--- src/rtl/sr_pkg.sv ---
// Shared types and constants for the round-robin ShiftReg arbiter.
package sr_pkg;

  typedef enum logic [1:0] {
    ST_IDLE      = 2'd0,
    ST_LAUNCH    = 2'd1,
    ST_WAIT_BUSY = 2'd2,
    ST_WAIT_DONE = 2'd3
  } sr_state_t;

  localparam int WAIT_MAX_DEFAULT = 15;
  localparam int PULSE_WIDTH      = 1;

  // Index width that stays legal even for a single requester.
  function automatic int idx_width(input int n);
    return (n > 1) ? $clog2(n) : 1;
  endfunction

endpackage

--- src/rtl/rr_pick.sv ---
// Combinational round-robin picker: first set request strictly after ptr, wrapping.
module rr_pick
  import sr_pkg::*;
#(
  parameter  int N_REQ = 4,
  localparam int IW    = idx_width(N_REQ)
) (
  input  logic [N_REQ-1:0] req,
  input  logic [IW-1:0]    ptr,
  output logic             valid,
  output logic [IW-1:0]    idx
);

  logic [IW-1:0] cand;

  // Scan from farthest to nearest so the closest candidate after ptr wins.
  always_comb begin
    valid = 1'b0;
    idx   = '0;
    cand  = '0;
    for (int i = N_REQ; i >= 1; i--) begin
      cand = IW'((int'(ptr) + i) % N_REQ);
      if (req[cand]) begin
        valid = 1'b1;
        idx   = cand;
      end
    end
  end

endmodule

--- src/rtl/sr_arbiter.sv ---
// Round-robin arbiter sharing one 74HC595 ShiftReg driver between N_REQ byte producers.
module sr_arbiter
  import sr_pkg::*;
#(
  parameter  int N_REQ    = 4,
  parameter  int DW       = 8,
  parameter  int WAIT_MAX = WAIT_MAX_DEFAULT,
  localparam int IW       = idx_width(N_REQ)
) (
  input  logic                i_clk,
  input  logic                i_rst,
  input  logic [N_REQ-1:0]    i_req,
  input  logic [N_REQ*DW-1:0] i_data,
  output logic [N_REQ-1:0]    o_ack,
  output logic                o_err,
  output logic [IW-1:0]       o_grant,
  output logic                o_busy,
  output logic [DW-1:0]       o_data,
  output logic                o_en,
  input  logic                i_rdy
);

  localparam int CW = $clog2(WAIT_MAX + 1);

  sr_state_t        state_q, state_d;
  logic [CW-1:0]    cnt_q, cnt_d;
  logic [IW-1:0]    ptr_q, ptr_d;
  logic [IW-1:0]    grant_q, grant_d;
  logic [DW-1:0]    data_q, data_d;
  logic [N_REQ-1:0] ack_q, ack_d;
  logic             err_q, err_d;

  logic             pick_valid;
  logic [IW-1:0]    pick_idx;
  logic [DW-1:0]    pick_data;

  rr_pick #(.N_REQ(N_REQ)) u_pick (
    .req   (i_req),
    .ptr   (ptr_q),
    .valid (pick_valid),
    .idx   (pick_idx)
  );

  always_comb begin
    pick_data = '0;
    for (int k = 0; k < N_REQ; k++) begin
      if (pick_idx == IW'(k)) pick_data = i_data[k*DW +: DW];
    end
  end

  // Grants wait for the driver to be idle, which also guards against a
  // transfer still running across a reset.
  always_comb begin
    state_d = state_q;
    cnt_d   = cnt_q;
    ptr_d   = ptr_q;
    grant_d = grant_q;
    data_d  = data_q;
    ack_d   = '0;
    err_d   = 1'b0;
    case (state_q)
      ST_IDLE: begin
        if (i_rdy && pick_valid) begin
          grant_d = pick_idx;
          data_d  = pick_data;
          state_d = ST_LAUNCH;
        end
      end
      ST_LAUNCH: begin
        cnt_d   = '0;
        state_d = ST_WAIT_BUSY;
      end
      ST_WAIT_BUSY: begin
        if (!i_rdy) begin
          state_d = ST_WAIT_DONE;
        end else if (cnt_q == CW'(WAIT_MAX - 1)) begin
          err_d   = 1'b1;
          ptr_d   = grant_q;
          state_d = ST_IDLE;
        end else begin
          cnt_d = cnt_q + CW'(1);
        end
      end
      ST_WAIT_DONE: begin
        if (i_rdy) begin
          ack_d[grant_q] = 1'b1;
          ptr_d          = grant_q;
          state_d        = ST_IDLE;
        end
      end
      default: state_d = ST_IDLE;
    endcase
  end

  always_ff @(posedge i_clk or posedge i_rst) begin
    if (i_rst) begin
      state_q <= ST_IDLE;
      cnt_q   <= '0;
      ptr_q   <= IW'(N_REQ - 1);
      grant_q <= '0;
      data_q  <= '0;
      ack_q   <= '0;
      err_q   <= 1'b0;
    end else begin
      state_q <= state_d;
      cnt_q   <= cnt_d;
      ptr_q   <= ptr_d;
      grant_q <= grant_d;
      data_q  <= data_d;
      ack_q   <= ack_d;
      err_q   <= err_d;
    end
  end

  assign o_en    = (state_q == ST_LAUNCH);
  assign o_busy  = (state_q != ST_IDLE);
  assign o_ack   = ack_q;
  assign o_err   = err_q;
  assign o_grant = grant_q;
  assign o_data  = data_q;

endmodule

--- config.mk ---
export PLATFORM = sky130hd
export DESIGN_NAME = sr_arbiter
export DESIGN_NICKNAME = d
export VERILOG_FILES = /design/src/rtl/sr_pkg.sv /design/src/rtl/rr_pick.sv /design/src/rtl/sr_arbiter.sv
export SDC_FILE = /design/constraint.sdc
export NUM_CORES = 1
export LEC_CHECK = 0
export ABC_AREA = 1
export CAP_MARGIN = 20
export CORE_MARGIN = 3
export CORE_UTILIZATION = 49
export CTS_CLUSTER_DIAMETER = 30
export DETAILED_ROUTE_END_ITERATION = 12
export GPL_TIMING_DRIVEN = 0
export PLACE_DENSITY = 0.95
export SYNTH_ARGS = -nofsm -noshare
export SYNTH_HDL_FRONTEND = slang
export SYNTH_HIERARCHICAL = 1
export SYNTH_SLANG_ARGS = --single-unit
--- constraint.sdc ---
create_clock -name i_clk -period 3.65 [get_ports i_clk]
set_clock_uncertainty 0.05 [all_clocks]
set_input_delay 0.73 -clock i_clk [delete_from_list [all_inputs] [get_ports i_clk]]
set_output_delay 0.73 -clock i_clk [all_outputs]
set_load 0.005 [all_outputs]
==> summary by stage, run 1 <==
Status
The run finished with clean final reports.

Run
Across the run, the number of max-cap violations was 0.

Finish
The count of filler cells inserted in the layout is 247. The multi-input combinational cells in the finished layout cover a total of 868 sq um. Summing all non-filler instances in the final layout gives an area of 0.00223 sq mm.

The area growth from synthesis to layout is 39.4%. The net count reported at finish is 328. The number of diodes is 0. The area used by sequential logic in the layout is 578 sq um. The fraction of final layout cells sized beyond drive strength 1 is 0.131.

Setup path
Along the worst path, the maximum fanout reaches 5. Traced cell by cell, the critical path runs through inv_1 > ha_1 > inv_1 > clkdlybuf4s50_1. The nature of the critical path startpoint is a flip-flop.

The slowest stage cell on the critical path is clkdlybuf4s50_1. The capturing element type of the critical path is an output port. For this run, the slowest stage of the critical path takes 0.55 ns.

The kind of critical path is reg2out. The cell family contributing the most delay on the critical path is buffers and inverters. The number of buffers and inverters on the critical path is 3. Counting stages on the worst path, the most repeated cell is inv_1. The data arrival at the endpoint of the critical path is 1.81 ns.

The worst path required time is 2.87 ns.

Pwr
Total power for the finished layout comes to 1.80 mW. The worst ir drop on vdd is 594 uV. The power density normalized to cell area is 804 mW/mm^2. For this design the static power due to leakage is 1.06 nW.

Yosys
The share of synthesized registers carrying an async set or reset is 1.00. After synthesis, the mean cell area works out to 7.19 sq um. The number of warnings issued by yosys is 6. The number of synthesized register bits is 23. The top flip-flop cell by instance count after synthesis is dfrtp_1. The top cell type's share of synthesized area is 0.328. After synthesis, the netlist uses 27 different library cells. The cell area that synthesis handed to floorplanning was 0.00160 sq mm. The cell with the most instances after synthesis is nand2_1. The biggest area contributor in the post-synthesis netlist is dfrtp_1. Sorting the synthesized cells by area gives the leading types as dfrtp_1, nand2_1, nand3_1. The commonest cells after synthesis are nand2_1, nand3_1, inv_1. The sequential element share of the synthesized area is 0.361.

The number of cells produced by synthesis is 223. The number of flops mapped to enable cells by yosys is 0. The number of nets in the synthesized netlist is 268.

Floorplan
The floorplan step defined a core boundary enclosing 0.00308 sq mm. For this design the top-level I/O count stands at 56. The number of rows in the core area is 20. The starting density of the core is 0.521. The floorplan step defined a die boundary enclosing 0.00399 sq mm. The die boundary height is 63.2 um. Measured along the x axis, the die boundary spans 63.2 um.

Clock network
The clock tree root driver cell is clkbuf_4. The clock tree from TritonCTS is built. The CTS clock-pin slew for the worst setup and hold paths is 0.13 ns. The maximum count of clock buffers along a single path is 2. The post-cts sizing count is 0. The number of buffers added by the clock tree synthesis step is 3. The number of sinks on the clock net is 23. The number of hold buffers added after CTS is 0. The deepest level of the CTS H-tree is 1. At the later pin of the worst-skew pair, clock insertion delay measures 0.32 ns. The total setup buffers inserted after CTS is 0.

Timing
Setup repair after global routing left no endpoint under its margin. The worst hold slack is 0.466 ns. The final max-slew violation count is 0. After routing, the total negative slack on setup checks comes to 0 ns.

The remaining max-slew budget at the tightest pin is 0.444. Derived from the worst setup path, the maximum achievable clock frequency is 386 MHz. After layout, the worst setup slack is 1.06 ns.

The number of hold-slack violations in the final timing report was 0. The final period demand of the worst path is 2.59 ns. Setup violations remaining at the end of the flow were counted as 0. The fraction of the cycle the final worst path needs is 0.710.

The pin slew with the least headroom to its limit is 0.833 ns.

Detailed routing
For this block, the via count after detailed routing is 1671. The first-pass detailed-route iteration total is 4. The number of nets with antenna violations after detailed routing is 0.

The remaining routing DRC violations is 0. The routed via count divided by cell count is 5.13. The average wire length per cell after detail routing is 12.4 um. The routed wire length is 4050 um. For this block, the initial DRC count from the detailed router was 122.

Placement
Detailed placement finished with a half-perimeter wire length of 3130 um. The congestion estimate from routability-driven global placement came to 0.913. The post-placement worst setup slack is 0.860 ns.

The cell area after placement is 0.00221 sq mm. The quantity of I/O buffers inserted on ports is 55.

Global route
After global routing the overflow that remains totals 0. The via count of the first global-routing pass is 1501. The aggregate global-route resource usage is 0.205.

The number of antenna violations at the first check in global routing came to 0. The maximum number of pins on one net before global-route repair is 24. The first-pass GRT wire length is 6690 um.

Worst hold path
The class of the tightest hold or removal check is reg2reg.
-- metrics by stage --
stage,utilization,std cells
after floorplan,-,223
after global placement,0.717,322
after detailed placement,0.717,322
after CTS,0.726,326
after global routing,0.726,326
final,0.726,326
-- kinds of logic (layout without fill, tap and decap cells) --
kind of cell / Yosys count / after routing / synth area share
flip-flops: 23 / 23 / 0.361
buffers and inverters: 34 / 93 / 0.0976
XOR/XNOR: 1 / 1 / 0.00547
AND/OR/NAND/NOR: 139 / 139 / 0.412
AO/OA/AOI/OAI: 20 / 20 / 0.0773
adder cells (fa/ha/maj): 6 / 6 / 0.0468
-- layout make-up --
| cell class | count | area share |
|---|---|---|
| timing repair buffer | 55 | 0.246 |
| inverter | 27 | 0.0476 |
| buffer | 7 | 0.0224 |
| multi-input combinational | 166 | 0.389 |
| tap | 44 | 0.0246 |
| sequential | 23 | 0.259 |
| clock buffer | 4 | 0.0118 |
-- placed cells by master, fill, tap and decap left out, types with 2 or more instances in the layout --
master and n:
o21ai_0 7, or2_2 7, o21a_1 7, nand3_1 41, nand2_2 10, nor2_1 5
nand2_1 64, buf_2 4, dfrtp_1 21, buf_6 2, inv_2 2, o21ai_1 4
nor4_1 4, inv_1 23, nand4_1 3, ha_1 6, clkbuf_4 3, clkdlybuf4s50_1 55
dfstp_2 2, nor2_2 2
-- tightest hold or removal path: cells and delay by family, from the launching register on --
family                 cells  cell delay [ns]
AO/OA/AOI/OAI              1             0.08
buffers and inverters      1             0.05
flip-flops                 1             0.39
-- layer usage --
layer	vias up	share of wire	global-route usage
met5	-	0	0
met4	0	0.0072	0.0323
met3	4	0.044	0.0374
met2	39	0.52	0.357
met1	787	0.43	0.269
li1	841	-	-
-- flip-flops by register name, indices dropped and copies added, names as in the netlist --
register	cells
cnt_q	4
o_ack	4
o_data	8
o_err	1
o_grant	2
ptr_q	2
state_q	2
-- worst paths after layout --
check	from	end	slack (ns)	cells past startpoint
worst min register to register	ptr_q[0]$_DFFE_PP1P_	ptr_q[0]$_DFFE_PP1P_	0.47	2
min in group asynchronous	i_rst	o_grant[0]$_DFFE_PP0P_	0.82	2
worst max-delay path	state_q[0]$_DFFE_PP0P_	o_busy	1.06	4
worst max register to register	ptr_q[0]$_DFFE_PP1P_	o_data[3]$_DFFE_PP0P_	1.43	14
max in group asynchronous	i_rst	cnt_q[2]$_DFFE_PP0P_	2.21	2
worst min-delay path	ptr_q[0]$_DFFE_PP1P_	ptr_q[0]$_DFFE_PP1P_	0.47	2
-- power breakdown --
group	total [mW]	internal [mW]	switching (mW)
clock network	0.120	0.0427	0.0770
logic	1.26	0.531	0.728
registers	0.418	0.348	0.0692
total	1.80	0.922	0.874
(Power assumes the default switching activity.)
==> inputs of run 2 (changes only) <==
--- a/config.mk
+++ b/config.mk
@@ -8,11 +8,11 @@
 export ABC_AREA = 1
 export CAP_MARGIN = 20
 export CORE_MARGIN = 3
-export CORE_UTILIZATION = 49
+export CORE_UTILIZATION = 41
 export CTS_CLUSTER_DIAMETER = 30
 export DETAILED_ROUTE_END_ITERATION = 12
 export GPL_TIMING_DRIVEN = 0
-export PLACE_DENSITY = 0.95
+export PLACE_DENSITY = 0.89
 export SYNTH_ARGS = -nofsm -noshare
 export SYNTH_HDL_FRONTEND = slang
 export SYNTH_HIERARCHICAL = 1
==> constraint.sdc (replaced) <==
create_clock -name i_clk -period 2.2 [get_ports i_clk]
set_clock_uncertainty 0.05 [all_clocks]
set_input_delay 0.44 -clock i_clk [delete_from_list [all_inputs] [get_ports i_clk]]
set_output_delay 0.44 -clock i_clk [all_outputs]
set_load 0.005 [all_outputs]
==> summary by stage, run 2 (synthesis gave the netlist of run 1 again) <==
Clock network
Clock tree synthesis selected as its root buffer the cell clkbuf_8. The number of sinks on the clock net is 23 (unchanged). The number of buffers added by the clock tree synthesis step is 3 (unchanged). The clock latency on the worst-skew pair came to 0.26 ns (-0.06 ns).

The deepest level of the CTS H-tree is 1 (unchanged). The CTS clock-pin slew for the worst setup and hold paths is 0.08 ns (-0.05 ns). The maximum count of clock buffers along a single path is 2 (unchanged). TritonCTS built the clock tree.

The number of hold buffers added after CTS was 0 (unchanged).

Setup path
The number of cells on the critical path came to 4 (unchanged). The cell depth of the worst flop-to-flop path is 12 (-2). Traced cell by cell, the critical path runs through inv_1 > ha_1 > inv_2 > clkdlybuf4s50_1. The highest fanout seen on the critical path is 5 (unchanged). The launch instance of the worst register-to-register path is ptr_q[0]$_DFFE_PP1P_. Tracing the worst setup path back leads to its startpoint at state_q[0]$_DFFE_PP0P_. The worst path required time is 1.71 ns (-1.16 ns).

The maximum cell stage delay along the critical path was 0.52 ns (-0.03 ns). The worst setup path is of the reg2out kind. The total buffers and inverters traversed by the critical path is 3 (unchanged). The nature of the critical path startpoint is a flip-flop. STA classifies the critical path endpoint as an output port. Grouping stages by cell kind, the critical path spends the most delay in buffers and inverters.

The data arrival at the endpoint of the critical path is 1.64 ns (-0.17 ns). The slowest stage cell on the critical path is clkdlybuf4s50_1.

Placement
The quantity of I/O buffers inserted on ports came to 55 (unchanged). The post-placement worst setup slack is -0.307 ns (-1.17 ns). The cell area after placement is 0.00221 sq mm (+0.23%). The weighted congestion at the end of routability-driven global placement came to 0.830 (-9.0%). The number of cells after detailed placement is 326 (+1.2%).

The half-perimeter wire length after placement is 3100 um (-1.1%).

Global route
The maximum number of pins on one net before global-route repair was 24 (unchanged). The number of antenna violations at the first check in global routing is 0 (unchanged). The sum of overflow across all layers after global routing is 0 (unchanged). The first-pass GRT wire length is 6180 um (-7.6%). The via count of the first global-routing pass is 1466 (-2.3%). The aggregate global-route resource usage came to 0.174 (-0.0302).

Timing
Timing would allow up to 470 MHz. The fraction of the cycle the final worst path needs is 0.968. The worst path needs 2.13 ns of the cycle, external delays included. The remaining max-slew budget at the tightest pin came to 0.415 (-0.0291). The number of hold-slack violations in the final timing report was 0 (unchanged). The pin slew with the least headroom to its limit is 0.876 ns (+0.0435 ns). Setup repair after global routing left no endpoint under its margin. The final max-slew violation count is 0 (unchanged).

The total negative slack for setup checks is 0 ns (unchanged). The worst setup margin is 0.0703 ns (-0.988 ns). The final number of setup-violating endpoints is 0 (unchanged).

Status
The run finished with clean final reports.

Floorplan
The starting density of the core is 0.431 (-0.0894). The die boundary height is 68.5 um (+8.4%). The number of rows in the core area was 22 (+10%). The die footprint is 0.00470 sq mm (+18%). The number of top-level pins was 56 (unchanged). The width of the chip was 68.5 um (+8.4%).

The core region area was 0.00372 sq mm (+21%).

Finish
The library cells used most frequently in the layout, excluding fill and tap cells, are nand2_1, clkdlybuf4s50_1, nand3_1. The most frequent standard cell in the layout excluding fill and tap cells is nand2_1. The fraction of final layout cells sized beyond drive strength 1 is 0.157 (+0.0261). The final standard cell area without fillers is 0.00233 sq mm (+4.5%). The net count reported at finish came to 332 (+1.2%). The post-synthesis to final-layout area growth is 45.7%. The number of standard cells in the layout, taps in and fillers out came to 334 (+2.5%).

The number of diodes came to 0 (unchanged). The flip-flop count of the largest register, all copies and words added was 8 (unchanged).

Detailed routing
The remaining routing DRC violations was 0 (unchanged). The via total after detailed routing is 1634 (-2.2%). The routed via count divided by cell count is 4.89 (-4.6%).

The first-pass detailed-route iteration total is 5 (+1). The routed wire length came to 4090 um (+1.1%). The initial detailed-routing violation count is 73 (-40%). The average wire length per cell after detail routing was 12.2 um (-1.4%). The number of nets with antenna violations after detailed routing came to 0 (unchanged).

Pwr
The worst ir drop on vdd is 683 uV (+15%). The static leakage is 1.10 nW (+3.5%). The total design power is 3.30 mW (+84%).

The power density normalized to cell area came to 1410 mW/mm^2 (+76%).

Worst hold path
The worst hold path stage count is 2 (unchanged). The class of the tightest hold or removal check is reg2reg. The startpoint identified for the worst hold timing path is o_data[0]$_DFFE_PP0P_.

Run
The max-capacitance violation count was 0 (unchanged).
[run 2: worst paths after layout]
check                                   endpoint  slack [ns]
setup / recovery                          o_busy        0.07
hold / removal             o_data[0]$_DFFE_PP0P_        0.45
setup reg to reg           o_data[4]$_DFFE_PP0P_        0.17
hold reg to reg            o_data[0]$_DFFE_PP0P_        0.45
max in group asynchronous     o_ack[1]$_DFF_PP0_        0.95
min in group asynchronous  o_data[3]$_DFFE_PP0P_        0.61
[run 2: final cells by class]
| type | instances | area (sq um) |
|---|---|---|
| clock buffers | 4 | 45.0 |
| well taps | 48 | 60.1 |
| fillers | 314 | 1380 |
| inverters | 27 | 113 |
| multi-input cells | 166 | 877 |
| repair buffers | 59 | 596 |
| flip-flops and latches | 23 | 578 |
| plain buffers | 7 | 66.3 |
[run 2: metal layers]
metal / vias up / routed length (um) / GRT usage
li1: 848 / - / -
met4: 0 / 101 / 0.0844
met2: 47 / 2020 / 0.291
met3: 9 / 231 / 0.0308
met5: - / 0 / 0
met1: 730 / 1730 / 0.216
[run 2: timing repair]
| item | in CTS | in global routing |
|---|---|---|
| pin swaps | 0 | 0 |
| setup buffers | 0 | 3 |
| setup endpoints to repair | 5 | 8 |
| gates cloned | 0 | 1 |
| gates resized for setup | 2 | 11 |
[run 2: metrics by stage]
stage                     hold WS, ns  utilization
after detailed placement        0.428        0.596
after floorplan                 0.390            -
after CTS                       0.448        0.608
after global routing            0.482        0.628
final                           0.447        0.628
after global placement          0.423        0.596
[run 2: power breakdown]
part / internal (mW) / switching, mW / total, mW
Combinational: 1.06 / 1.28 / 2.34
Clock: 0.129 / 0.130 / 0.259
Sequential: 0.580 / 0.120 / 0.700
Total: 1.77 / 1.54 / 3.30
[run 2: worst min-delay path, delay by kind of cell, from the launching register on]
kind | cells | cell delay [ns]
AND/OR/NAND/NOR | 2 | 0.11
flip-flops | 1 | 0.36
